===== src/rtl/compressed_output_writer.sv =====
// compressed_output_writer
//    Collects the encoded-activation and sparsity-mask streams produced by the
//    chip during a layer, buffers each in its own FIFO and writes them to
//    memory through a single registered valid/ready write port. Encoded words
//    go to a region starting at ENC_BASE and mask words to a region starting
//    at MASK_BASE.
//
// Ports
//    clk, srst_in                 clock, synchronous active-high reset
//    start, running               layer start pulse, chip busy flag
//    out_encoded/output_valid_encoded   encoded stream (no backpressure)
//    out_masks/output_valid_masks       mask stream (no backpressure)
//    mem_wr_valid/ready/addr/data write request port
//    done                         one-cycle pulse when the layer is written
//    overflow                     sticky, an input word was dropped
//    enc_words, mask_words        completed writes per stream (only with
//                                 WRITER_STATS_EN defined)
//
// Optional feature macro: WRITER_STATS_EN
module compressed_output_writer #(
   parameter int                    MEM_BW     = 128,
   parameter int                    FIFO_DEPTH = 8,
   parameter int                    ADDR_WIDTH = 16,
   parameter logic [ADDR_WIDTH-1:0] ENC_BASE   = 16'h0000,
   parameter logic [ADDR_WIDTH-1:0] MASK_BASE  = 16'h8000
) (
   input  logic                  clk,
   input  logic                  srst_in,
   input  logic                  start,
   input  logic                  running,
   input  logic [MEM_BW-1:0]     out_encoded,
   input  logic                  output_valid_encoded,
   input  logic [MEM_BW-1:0]     out_masks,
   input  logic                  output_valid_masks,
   output logic                  mem_wr_valid,
   input  logic                  mem_wr_ready,
   output logic [ADDR_WIDTH-1:0] mem_wr_addr,
   output logic [MEM_BW-1:0]     mem_wr_data,
   output logic                  done,
   output logic                  overflow
`ifdef WRITER_STATS_EN
   ,
   output logic [ADDR_WIDTH-1:0] enc_words,
   output logic [ADDR_WIDTH-1:0] mask_words
`endif
);

   localparam int PW = $clog2(FIFO_DEPTH);
   localparam int CW = PW + 1;

   typedef enum logic [1:0] {IDLE = 2'd0, ACTIVE = 2'd1, DRAIN = 2'd2, DONE = 2'd3} state_t;

   state_t                state_r, state_next_s;
   logic                  seen_run_r;
   logic                  done_next_s, done_r, overflow_r;

   logic [MEM_BW-1:0]     enc_mem_r  [FIFO_DEPTH];
   logic [MEM_BW-1:0]     mask_mem_r [FIFO_DEPTH];
   logic [PW-1:0]         enc_wp_r, enc_rp_r, mask_wp_r, mask_rp_r;
   logic [CW-1:0]         enc_cnt_r, mask_cnt_r;

   logic                  out_valid_r;
   logic [ADDR_WIDTH-1:0] out_addr_r, enc_ptr_r, mask_ptr_r;
   logic [MEM_BW-1:0]     out_data_r;
   logic                  rr_mask_r;

   logic                  active_s, hs_s, load_s, drained_s;
   logic                  enc_ne_s, mask_ne_s, enc_full_s, mask_full_s;
   logic                  pop_enc_s, pop_mask_s, push_enc_s, push_mask_s, drop_s;

   // Datapath control: handshake, FIFO push/drop decisions.
   always_comb begin
      active_s    = (state_r != IDLE);
      hs_s        = out_valid_r & mem_wr_ready;
      // A restart flushes the FIFOs, so nothing is popped or pushed that cycle.
      load_s      = (~out_valid_r | mem_wr_ready) & ~start;
      enc_ne_s    = (enc_cnt_r != {CW{1'b0}});
      mask_ne_s   = (mask_cnt_r != {CW{1'b0}});
      enc_full_s  = (enc_cnt_r == CW'(FIFO_DEPTH));
      mask_full_s = (mask_cnt_r == CW'(FIFO_DEPTH));
      push_enc_s  = output_valid_encoded & active_s & ~start & (~enc_full_s | pop_enc_s);
      push_mask_s = output_valid_masks & active_s & ~start & (~mask_full_s | pop_mask_s);
      drop_s      = (output_valid_encoded & active_s & ~start & enc_full_s & ~pop_enc_s) |
                    (output_valid_masks & active_s & ~start & mask_full_s & ~pop_mask_s);
      // A word pushed this cycle would be stranded if DONE were entered now.
      drained_s   = ~enc_ne_s & ~mask_ne_s & ~out_valid_r & ~push_enc_s & ~push_mask_s;
   end

   // Round-robin grant between the two FIFOs when the output register can load.
   always_comb begin
      pop_enc_s  = 1'b0;
      pop_mask_s = 1'b0;
      if (load_s) begin
         if (enc_ne_s && mask_ne_s) begin
            if (rr_mask_r) begin
               pop_mask_s = 1'b1;
            end else begin
               pop_enc_s = 1'b1;
            end
         end else if (enc_ne_s) begin
            pop_enc_s = 1'b1;
         end else if (mask_ne_s) begin
            pop_mask_s = 1'b1;
         end else begin
            pop_enc_s  = 1'b0;
         end
      end else begin
         pop_enc_s = 1'b0;
      end
   end

   // FSM state register and running-seen flag.
   always_ff @(posedge clk) begin
      if (srst_in) begin
         state_r    <= IDLE;
         seen_run_r <= 1'b0;
      end else begin
         state_r    <= state_next_s;
         if (start) begin
            seen_run_r <= 1'b0;
         end else if (state_r == ACTIVE && running) begin
            seen_run_r <= 1'b1;
         end
      end
   end

   // FSM next-state logic; start restarts the layer from any state.
   always_comb begin
      state_next_s = state_r;
      case (state_r)
         IDLE:    state_next_s = start ? ACTIVE : IDLE;
         ACTIVE: begin
            if (start) begin
               state_next_s = ACTIVE;
            end else if (seen_run_r && !running) begin
               state_next_s = DRAIN;
            end else begin
               state_next_s = ACTIVE;
            end
         end
         DRAIN: begin
            if (start) begin
               state_next_s = ACTIVE;
            end else if (drained_s) begin
               state_next_s = DONE;
            end else begin
               state_next_s = DRAIN;
            end
         end
         DONE:    state_next_s = start ? ACTIVE : IDLE;
         default: state_next_s = IDLE;
      endcase
   end

   // FSM output decode, registered below so done is a clean one-cycle pulse.
   always_comb begin
      done_next_s = (state_next_s == DONE);
   end

   // Status registers: done pulse and sticky overflow.
   always_ff @(posedge clk) begin
      if (srst_in) begin
         done_r     <= 1'b0;
         overflow_r <= 1'b0;
      end else begin
         done_r <= done_next_s;
         if (start) begin
            overflow_r <= 1'b0;
         end else if (drop_s) begin
            overflow_r <= 1'b1;
         end
      end
   end

   // FIFO storage; contents need no reset, only the pointers do.
   always_ff @(posedge clk) begin
      if (push_enc_s) begin
         enc_mem_r[enc_wp_r] <= out_encoded;
      end
      if (push_mask_s) begin
         mask_mem_r[mask_wp_r] <= out_masks;
      end
   end

   // FIFO pointers and occupancy, flushed by reset or start.
   always_ff @(posedge clk) begin
      if (srst_in || start) begin
         enc_wp_r   <= {PW{1'b0}};
         enc_rp_r   <= {PW{1'b0}};
         enc_cnt_r  <= {CW{1'b0}};
         mask_wp_r  <= {PW{1'b0}};
         mask_rp_r  <= {PW{1'b0}};
         mask_cnt_r <= {CW{1'b0}};
      end else begin
         if (push_enc_s)  enc_wp_r  <= enc_wp_r + PW'(1);
         if (pop_enc_s)   enc_rp_r  <= enc_rp_r + PW'(1);
         if (push_mask_s) mask_wp_r <= mask_wp_r + PW'(1);
         if (pop_mask_s)  mask_rp_r <= mask_rp_r + PW'(1);
         enc_cnt_r  <= enc_cnt_r + CW'(push_enc_s) - CW'(pop_enc_s);
         mask_cnt_r <= mask_cnt_r + CW'(push_mask_s) - CW'(pop_mask_s);
      end
   end

   // Output register: loads a granted word, clears after its handshake.
   always_ff @(posedge clk) begin
      if (srst_in) begin
         out_valid_r <= 1'b0;
         out_addr_r  <= {ADDR_WIDTH{1'b0}};
         out_data_r  <= {MEM_BW{1'b0}};
      end else if (pop_enc_s) begin
         out_valid_r <= 1'b1;
         out_addr_r  <= enc_ptr_r;
         out_data_r  <= enc_mem_r[enc_rp_r];
      end else if (pop_mask_s) begin
         out_valid_r <= 1'b1;
         out_addr_r  <= mask_ptr_r;
         out_data_r  <= mask_mem_r[mask_rp_r];
      end else if (hs_s) begin
         out_valid_r <= 1'b0;
      end
   end

   // Address pointers and arbiter priority. Each pointer advances when its
   // word enters the output register; that word is never lost without a
   // reset or restart, both of which reload the pointers, so this equals
   // counting completed handshakes.
   always_ff @(posedge clk) begin
      if (srst_in || start) begin
         enc_ptr_r  <= ENC_BASE;
         mask_ptr_r <= MASK_BASE;
         rr_mask_r  <= 1'b0;
      end else if (pop_enc_s) begin
         enc_ptr_r  <= enc_ptr_r + ADDR_WIDTH'(1);
         rr_mask_r  <= 1'b1;
      end else if (pop_mask_s) begin
         mask_ptr_r <= mask_ptr_r + ADDR_WIDTH'(1);
         rr_mask_r  <= 1'b0;
      end
   end

   assign mem_wr_valid = out_valid_r;
   assign mem_wr_addr  = out_addr_r;
   assign mem_wr_data  = out_data_r;
   assign done         = done_r;
   assign overflow     = overflow_r;

`ifdef WRITER_STATS_EN
   logic                  out_mask_r;
   logic [ADDR_WIDTH-1:0] enc_words_r, mask_words_r;

   // Stream tag of the word held in the output register.
   always_ff @(posedge clk) begin
      if (srst_in) begin
         out_mask_r <= 1'b0;
      end else if (pop_enc_s) begin
         out_mask_r <= 1'b0;
      end else if (pop_mask_s) begin
         out_mask_r <= 1'b1;
      end
   end

   // Completed-write counters per stream.
   always_ff @(posedge clk) begin
      if (srst_in || start) begin
         enc_words_r  <= {ADDR_WIDTH{1'b0}};
         mask_words_r <= {ADDR_WIDTH{1'b0}};
      end else if (hs_s) begin
         if (out_mask_r) begin
            mask_words_r <= mask_words_r + ADDR_WIDTH'(1);
         end else begin
            enc_words_r  <= enc_words_r + ADDR_WIDTH'(1);
         end
      end
   end

   assign enc_words  = enc_words_r;
   assign mask_words = mask_words_r;
`endif

endmodule


===== config.mk =====
export PLATFORM = sky130hd
export DESIGN_NAME = compressed_output_writer
export DESIGN_NICKNAME = d
export VERILOG_FILES = /design/src/rtl/compressed_output_writer.sv
export SDC_FILE = /design/constraint.sdc
export NUM_CORES = 2
export LEC_CHECK = 0
export BUFFER_PORTS_ARGS = -buffer_cell sky130_fd_sc_hd__buf_2
export CAP_MARGIN = 20
export CELL_PAD_IN_SITES_DETAIL_PLACEMENT = 1
export CELL_PAD_IN_SITES_GLOBAL_PLACEMENT = 2
export CORE_ASPECT_RATIO = 0.75
export CORE_UTILIZATION = 48
export CTS_CLUSTER_DIAMETER = 40
export DETAILED_ROUTE_END_ITERATION = 6
export PLACE_DENSITY = 0.82
export RECOVER_POWER = 25
export SKIP_CTS_REPAIR_TIMING = 1
export SYNTH_ARGS = -nofsm -noshare
export SYNTH_HDL_FRONTEND = slang
export SYNTH_SLANG_ARGS = --single-unit

===== constraint.sdc =====
create_clock -name clk -period 19.95 [get_ports clk]
set_clock_uncertainty 0.1 [all_clocks]
set_input_delay 1.995 -clock clk [delete_from_list [all_inputs] [get_ports clk]]
set_output_delay 1.995 -clock clk [all_outputs]
set_load 0.005 [all_outputs]

* Word-level counts from Yosys, hierarchy flattened
Memory sizes are Yosys's and may differ from the RTL's. A register that Yosys moved wholly into a read port is not among the register bits.
Index checks and enable logic that the tools add are counted.
** Storage, ports and cells
- Register bits :: 203
- Latch bits :: 0
- Memory bits (writable) :: 2048
- Bits in read-only memories :: 0
- Bits of input ports :: 263
- Output and inout port bits :: 147
- Memories kept :: 2
** Cells by class
- Add/sub/neg operators :: 10
- $mul :: 0
- Divide/modulo/power cells :: 0
- Magnitude comparators :: 0
- Equality and inequality tests :: 6
- Shift operators :: 0
- Multiplexer cells :: 32
- Bitwise operators :: 30
- Reduce and logical (&&, ||, !) cells :: 14
** Memory list
- enc_mem_r :: words 8, width 128, rd ports 1, clocked after Yosys merged registers in 1, write ports 1, RTL line 57 : logic [MEM_BW-1:0] enc_mem_r [FIFO_DEPTH];
- mask_mem_r :: words 8, width 128, rd ports 1, clocked after Yosys merged registers in 1, write ports 1, RTL line 58 : logic [MEM_BW-1:0] mask_mem_r [FIFO_DEPTH];
** Operators by type and width (number)
- $mux W128 :: 2
- $add A16 B1 Y16 const B :: 2
- $mux W16 :: 2
- $mux W1 :: 20
- $and A1 B1 Y1 :: 16
- $add A3 B1 Y3 const B :: 4
- $mux W3 :: 4
- $not A1 Y1 :: 10
- $add A4 B1 Y4 :: 2
- $eq A4 B4 Y1 const B :: 2
- $reduce_bool A4 Y1 :: 2
- $sub A4 B1 Y4 :: 2
- $eq A2 B2 Y1 const B :: 3
- $mux W2 :: 3
- $pmux W2 S3 :: 1
- $or A1 B1 Y1 :: 4
- $reduce_bool A2 Y1 :: 2
- $reduce_or A2 Y1 :: 2
- $logic_and A1 B1 Y1 :: 3
- $reduce_bool A3 Y1 :: 1
- $eq A2 B1 Y1 const B :: 1
- $logic_not A2 Y1 :: 1
- $reduce_and A2 Y1 :: 1
- $logic_not A1 Y1 :: 1
- $logic_or A1 B1 Y1 :: 1

* Longest topological paths before layout
- Word-level depth :: 13
- Gate-level depth with buffers :: 14

* Least setup slack after synthesis
OpenSTA, ideal clock, no wires.
- Kind :: input -> register
- Start :: input start
- End :: memory enc_mem_r[1][0] (enable)
- Library setup time :: 0.974 ns
- Arrival :: 16.001 ns
- Data required time :: 18.876 ns
- Slack :: 2.875 ns
- Stages :: 4
- Cell sequence :: clkbuf_1 > nor3b_1 > o21ai_1 > nor4b_1
** Between the ends
- Cells in the longest elaborated chain, start to end :: 7
- Elaborated cells between the ends (all ways) :: 8
- Classes of those cells :: mux: 3; bitwise: 5
** RTL lines
- from (decl) :: RTL line 29 : input logic start,
- $not A1 Y1 (*) :: RTL line 76, 81
- $and A1 B1 Y1 :: RTL line 76 : load_s = (~out_valid_r | mem_wr_ready) & ~start;
- $mux W1 :: RTL line 93 : if (load_s) begin
- $or A1 B1 Y1 :: RTL line 81 : push_enc_s = output_valid_encoded & active_s & ~start & (~enc_full_s | pop_enc_s);
- $and A1 B1 Y1 (*) :: RTL line 81
- $mux W1 (*) :: RTL line 177 : if (push_enc_s) begin
- $mux W1 (implied by the code) (*) :: RTL line 178 : enc_mem_r[enc_wp_r] <= out_encoded;
- to (decl) :: RTL line 57
Every way passes the cells marked *; elsewhere a longest branch is shown, timed or not.

* Worst setup path in the final report
- Start :: input start
- End :: memory mask_mem_r[4][94] (enable)
** Between the ends
- Cells in the longest elaborated chain, start to end :: 7
- Elaborated cells between the ends (all ways) :: 8
- Classes of those cells :: mux: 3; bitwise: 5
** RTL lines
- $not A1 Y1 (*) :: RTL line 76, 82
- $and A1 B1 Y1 :: RTL line 76
- $mux W1 :: RTL line 93
- $or A1 B1 Y1 :: RTL line 82 : push_mask_s = output_valid_masks & active_s & ~start & (~mask_full_s | pop_mask_s);
- $and A1 B1 Y1 (*) :: RTL line 82
- $mux W1 (*) :: RTL line 180 : if (push_mask_s) begin
- $mux W1 (implied by the code) (*) :: RTL line 181 : mask_mem_r[mask_wp_r] <= out_masks;
- to (decl) :: RTL line 58
Marked as above.

==> reports/results.env <==
ROWS=133
SLEW-LIMIT-HEADROOM_PCT=16.01
CRITICAL_PATH.SLOWEST_CELL='sky130_fd_sc_hd__and4_4'
CTS_TREE='built'
SYNTH.YOSYS.SEQ_AREA_SHARE_PCT=77.23
SYNTH_ENABLE_FLOP_CELLS=2048
CTS.REPORTEDPATHS.CLKPINSLEW_NS=0.06
POST-ROUTE-WORST-SETUP-SLACK_NS=14.64
GRT_SETUP_UNREPAIRED='no'
PATH_DELAY_FAMILY='buffers and inverters'
CLOCK_TREE.ROOT_CELL='sky130_fd_sc_hd__clkbuf_16'
VERTICAL_DIE_DIMENSION_UM=366.5
AREA_GROWTH_SYN_TO_LAYOUT_PCT=15.09
CP_DATA_REQUIRED_TIME_NS=20.31
CRIT_PATH_CELL_TRACE='buf_2, nor3b_1, a21boi_4, and4_4, buf_4, buf_4'
TOTAL_LEAKAGE_POWER_nW=31.16
NETLIST-CELL-TYPE-COUNT=56
SETUP-VIOLATIONS-FINAL=0
DR_TOTAL_VIAS=42260
DETAILEDROUTE.FIRSTPASSITERATIONCOUNT=6
SYNTH-XOR-AREA-SHARE_PCT=0.08238
SYNTH_MUX_AREA_SHARE_PCT=16.67
ANTENNA_VIOLATIONS_BEFORE_REPAIR=83
CTS.SINKS=2257
CLK_PATH_BUF_DEPTH=3
COUNT_OF_BUFFER_AND_INVERTER_CELLS_ON_THE_CRITICAL_PATH=3
VIAS_IN_THE_FIRST_GLOBAL_ROUTE=43340
HPWL_UM=130700
STATUS='completed'
YS_SEQ_ELEMENTS=2257
FINAL_UTIL_PCT=55.75
DOMINANT_COMBINATIONAL_CELL_FAMILY_BY_AREA_AFTER_SYNTHESIS='multiplexers'
POST-SYNTH-TOP-COUNT-CELL='sky130_fd_sc_hd__edfxtp_1'
SYN-INSTANCE-COUNT=3969
GRT_UTIL_ALL_LAYERS_PCT=24.62
SYNTH_SIMPLE_GATE_AREA_SHARE_PCT=2.208
SYNTH_AREA_UM2=85050
DESIGN.PORTCOUNT=410
YS_TOP_CELLS_BY_COUNT='sky130_fd_sc_hd__edfxtp_1 (2,048), sky130_fd_sc_hd__mux4_2 (512), sky130_fd_sc_hd__nor2_1 (279)'
NUMCTSBUFFERS=234
DIE_AR_UM2=178900
MAX_FREQ_GHz=0.1883
SYNTH_COMPOUND_AREA_SHARE_PCT=2.283
END_KIND='flop'
FIN_NETS=4763
ASYNCSETRESETFLOPFRACSYNTH_PCT=0
POST_DRT_VIA_CELL_RATIO=5.963
FINALCRITPERIODSHARE_PCT=26.62
WORST_PATH_MOST_REPEATED_CELL='sky130_fd_sc_hd__buf_4'
FP.DIEW_UM=488.1
POST_DP_CELL_AREA_UM2=90000
TIMING.HOLD.WS_NS=0.3558
YOSYS.AREA.TOP_TYPE='sky130_fd_sc_hd__edfxtp_1'
MIN_TCLK_POST_ROUTE_NS=5.311
FINISH.INSTANCE_AREA_UM2=97880
WORST-ENDPOINT-ARRIVAL_NS=5.67
STARTPOINT_TYPE='input port'
DRIVE_ABOVE_1_SHARE_PCT=26.40
GRT_START_MAX_NET_PINS=129
FRACTION_OF_THE_MAPPED_NETLIST_AREA_IN_ADDER_CELLS_PCT=0.3707
ROUTE.DETAILED.DRC=0
NUMPORTBUFFERS=409
PATH_CLASS='in -> reg'
WORST_PIN_SLEW_NS=1.260
PLACEABLECOREAREA_UM2=175600
DETAIL_ROUTE.WIRELENGTH_UM=220000
INITIALDRTVIOLATIONCOUNT=4426
SYNTH_WARNINGS=0
START_UTIL_PCT=48.44
PRECTSSETUPSLACK_NS=13.76
SYNTH_AREA_LEADERS='sky130_fd_sc_hd__edfxtp_1 (72%), sky130_fd_sc_hd__mux4_2 (14%), sky130_fd_sc_hd__dfxtp_1 (4.9%)'
SYNTH.TOP_CELL.AREA_SHARE_PCT=72.31
FINAL.SETUP.TNS_NS=0
POWER_DENSITY_OF_THE_PLACED_CELLS_nW_PER_UM2=113.2
HTREEDEPTH=4
AVGSYNTHCELLAREA_UM2=21.43
BIGGEST_FANOUT_ALONG_THE_WORST_TIMING_PATH=47
SYN-NUM-NETS=4256
HOLD_CLASS='reg -> reg'
GP_CONGESTION=0.7753
TIMING.MAX_CAP.VIOLATIONS=0
HOLD_VIOLATIONS=0
WL_PER_CELL_UM=31.05
CRITPATHMAXSTAGEDELAY_NS=0.93
VDD.IR_DROP.WORST_V=0.00008480
GRT.OVERFLOW.TOTAL=0
DETAIL-ROUTE-ANTENNA-NETS=0
GRT_FIRST_PASS_WIRELENGTH_UM=315600
INSERTION_DELAY_TO_THE_LATER_SINK_OF_THE_WORST_SKEW_PAIR_NS=0.87
FINAL_MAX_SLEW_VIOL_COUNT=0
YOSYS_MOST_USED_DFF='sky130_fd_sc_hd__edfxtp_1'
-- per-layer routing --
layer | routed length (µm) | part of all wire (%) | GRT usage [%] | up-vias
met5 | 246 | 0.11 | 0 | -
met4 | 5833 | 2.7 | 5.794 | 38
met3 | 16690 | 7.6 | 5.297 | 370
met2 | 104300 | 47 | 38.56 | 1608
met1 | 92990 | 42 | 35.50 | 22680
li1 | - | - | - | 17570
-- worst paths after layout --
path                            end  slack (ns)  depth (start not counted)      startpoint
setup / recovery  mask_mem_r[4][94]       14.64                          6           start
hold / removal       mem_wr_addr[4]        0.36                          1  mem_wr_addr[4]
setup reg to reg  mask_mem_r[4][94]       14.89                          8    enc_cnt_r[2]
hold reg to reg      mem_wr_addr[4]        0.36                          1  mem_wr_addr[4]
-- placed cells by master, fill, tap and decap left out, types with 6 or more instances in the layout --
cell type and count:
sky130_fd_sc_hd__nand2_1 36, sky130_fd_sc_hd__clkinv_2 32, sky130_fd_sc_hd__diode_2 39, sky130_fd_sc_hd__clkbuf_16 236, sky130_fd_sc_hd__inv_6 18, sky130_fd_sc_hd__o21ai_0 7, sky130_fd_sc_hd__nor2_1 276, sky130_fd_sc_hd__clkinv_1 29
sky130_fd_sc_hd__o2bb2ai_1 14, sky130_fd_sc_hd__buf_12 10, sky130_fd_sc_hd__mux2i_1 264, sky130_fd_sc_hd__bufinv_16 22, sky130_fd_sc_hd__a22oi_1 14, sky130_fd_sc_hd__or3_1 11, sky130_fd_sc_hd__inv_8 6, sky130_fd_sc_hd__clkinvlp_4 16
sky130_fd_sc_hd__inv_16 6, sky130_fd_sc_hd__inv_1 25, sky130_fd_sc_hd__clkinv_8 6, sky130_fd_sc_hd__o31ai_1 18, sky130_fd_sc_hd__ha_1 22, sky130_fd_sc_hd__a21oi_1 41, sky130_fd_sc_hd__clkinv_4 10, sky130_fd_sc_hd__clkbuf_8 18
sky130_fd_sc_hd__or4_1 19, sky130_fd_sc_hd__buf_2 246, sky130_fd_sc_hd__nand4_1 9, sky130_fd_sc_hd__edfxtp_1 2048, sky130_fd_sc_hd__dfxtp_1 203, sky130_fd_sc_hd__nand3_1 15, sky130_fd_sc_hd__xnor2_1 7, sky130_fd_sc_hd__dfxtp_4 6
sky130_fd_sc_hd__buf_4 63, sky130_fd_sc_hd__clkbuf_1 208, sky130_fd_sc_hd__mux4_2 512, sky130_fd_sc_hd__a211o_1 128
-- where the power goes --
part / internal (mW) / switching, mW / leakage [nW]
registers: 5.35 / 0.155 / 20.1
logic: 0.437 / 0.684 / 7.17
clock network: 2.56 / 1.90 / 3.87
-- stage by stage --
step,total power [mW],cells
floorplan,6.167,3969
global placement,6.694,6600
detailed placement,6.740,6602
CTS,11.18,7048
global route,11.41,7064
finish,11.08,7087
-- cell families (layout without fill, tap and decap cells) --
kind of cell,after synthesis,after routing
flip-flops,2257,2257
other,0,39
AND/OR/NAND/NOR,419,419
adder cells (fa/ha/maj),24,24
XOR/XNOR,8,8
multiplexers,776,776
buffers and inverters,238,955
AO/OA/AOI/OAI,247,247
-- sequential cells by signal, indices dropped and copies added (netlist names), named ones only --
signal	flops
enc_cnt_r	4
seen_run_r	1
overflow	1
done	1
mask_cnt_r	4
mask_rp_r	3
mem_wr_valid	1
rr_mask_r	1
mask_ptr_r	16
state_r	2
mem_wr_data	128
mask_wp_r	3
mask_mem_r	1024
enc_wp_r	3
enc_rp_r	3
enc_mem_r	1024
enc_ptr_r	16
mem_wr_addr	16
-- final cells by class --
cell class / instances / area (µm²)
timing repair buffer: 482 / 2516
antenna: 39 / 97.59
tap: 2362 / 2955
multi-input combinational: 1474 / 18520
clock inverter: 147 / 1667
sequential: 2257 / 65710
clock buffer: 299 / 6322
inverter: 27 / 103.9
fill: 15150 / 77680
Note: power is estimated with default switching activity, not from simulation.
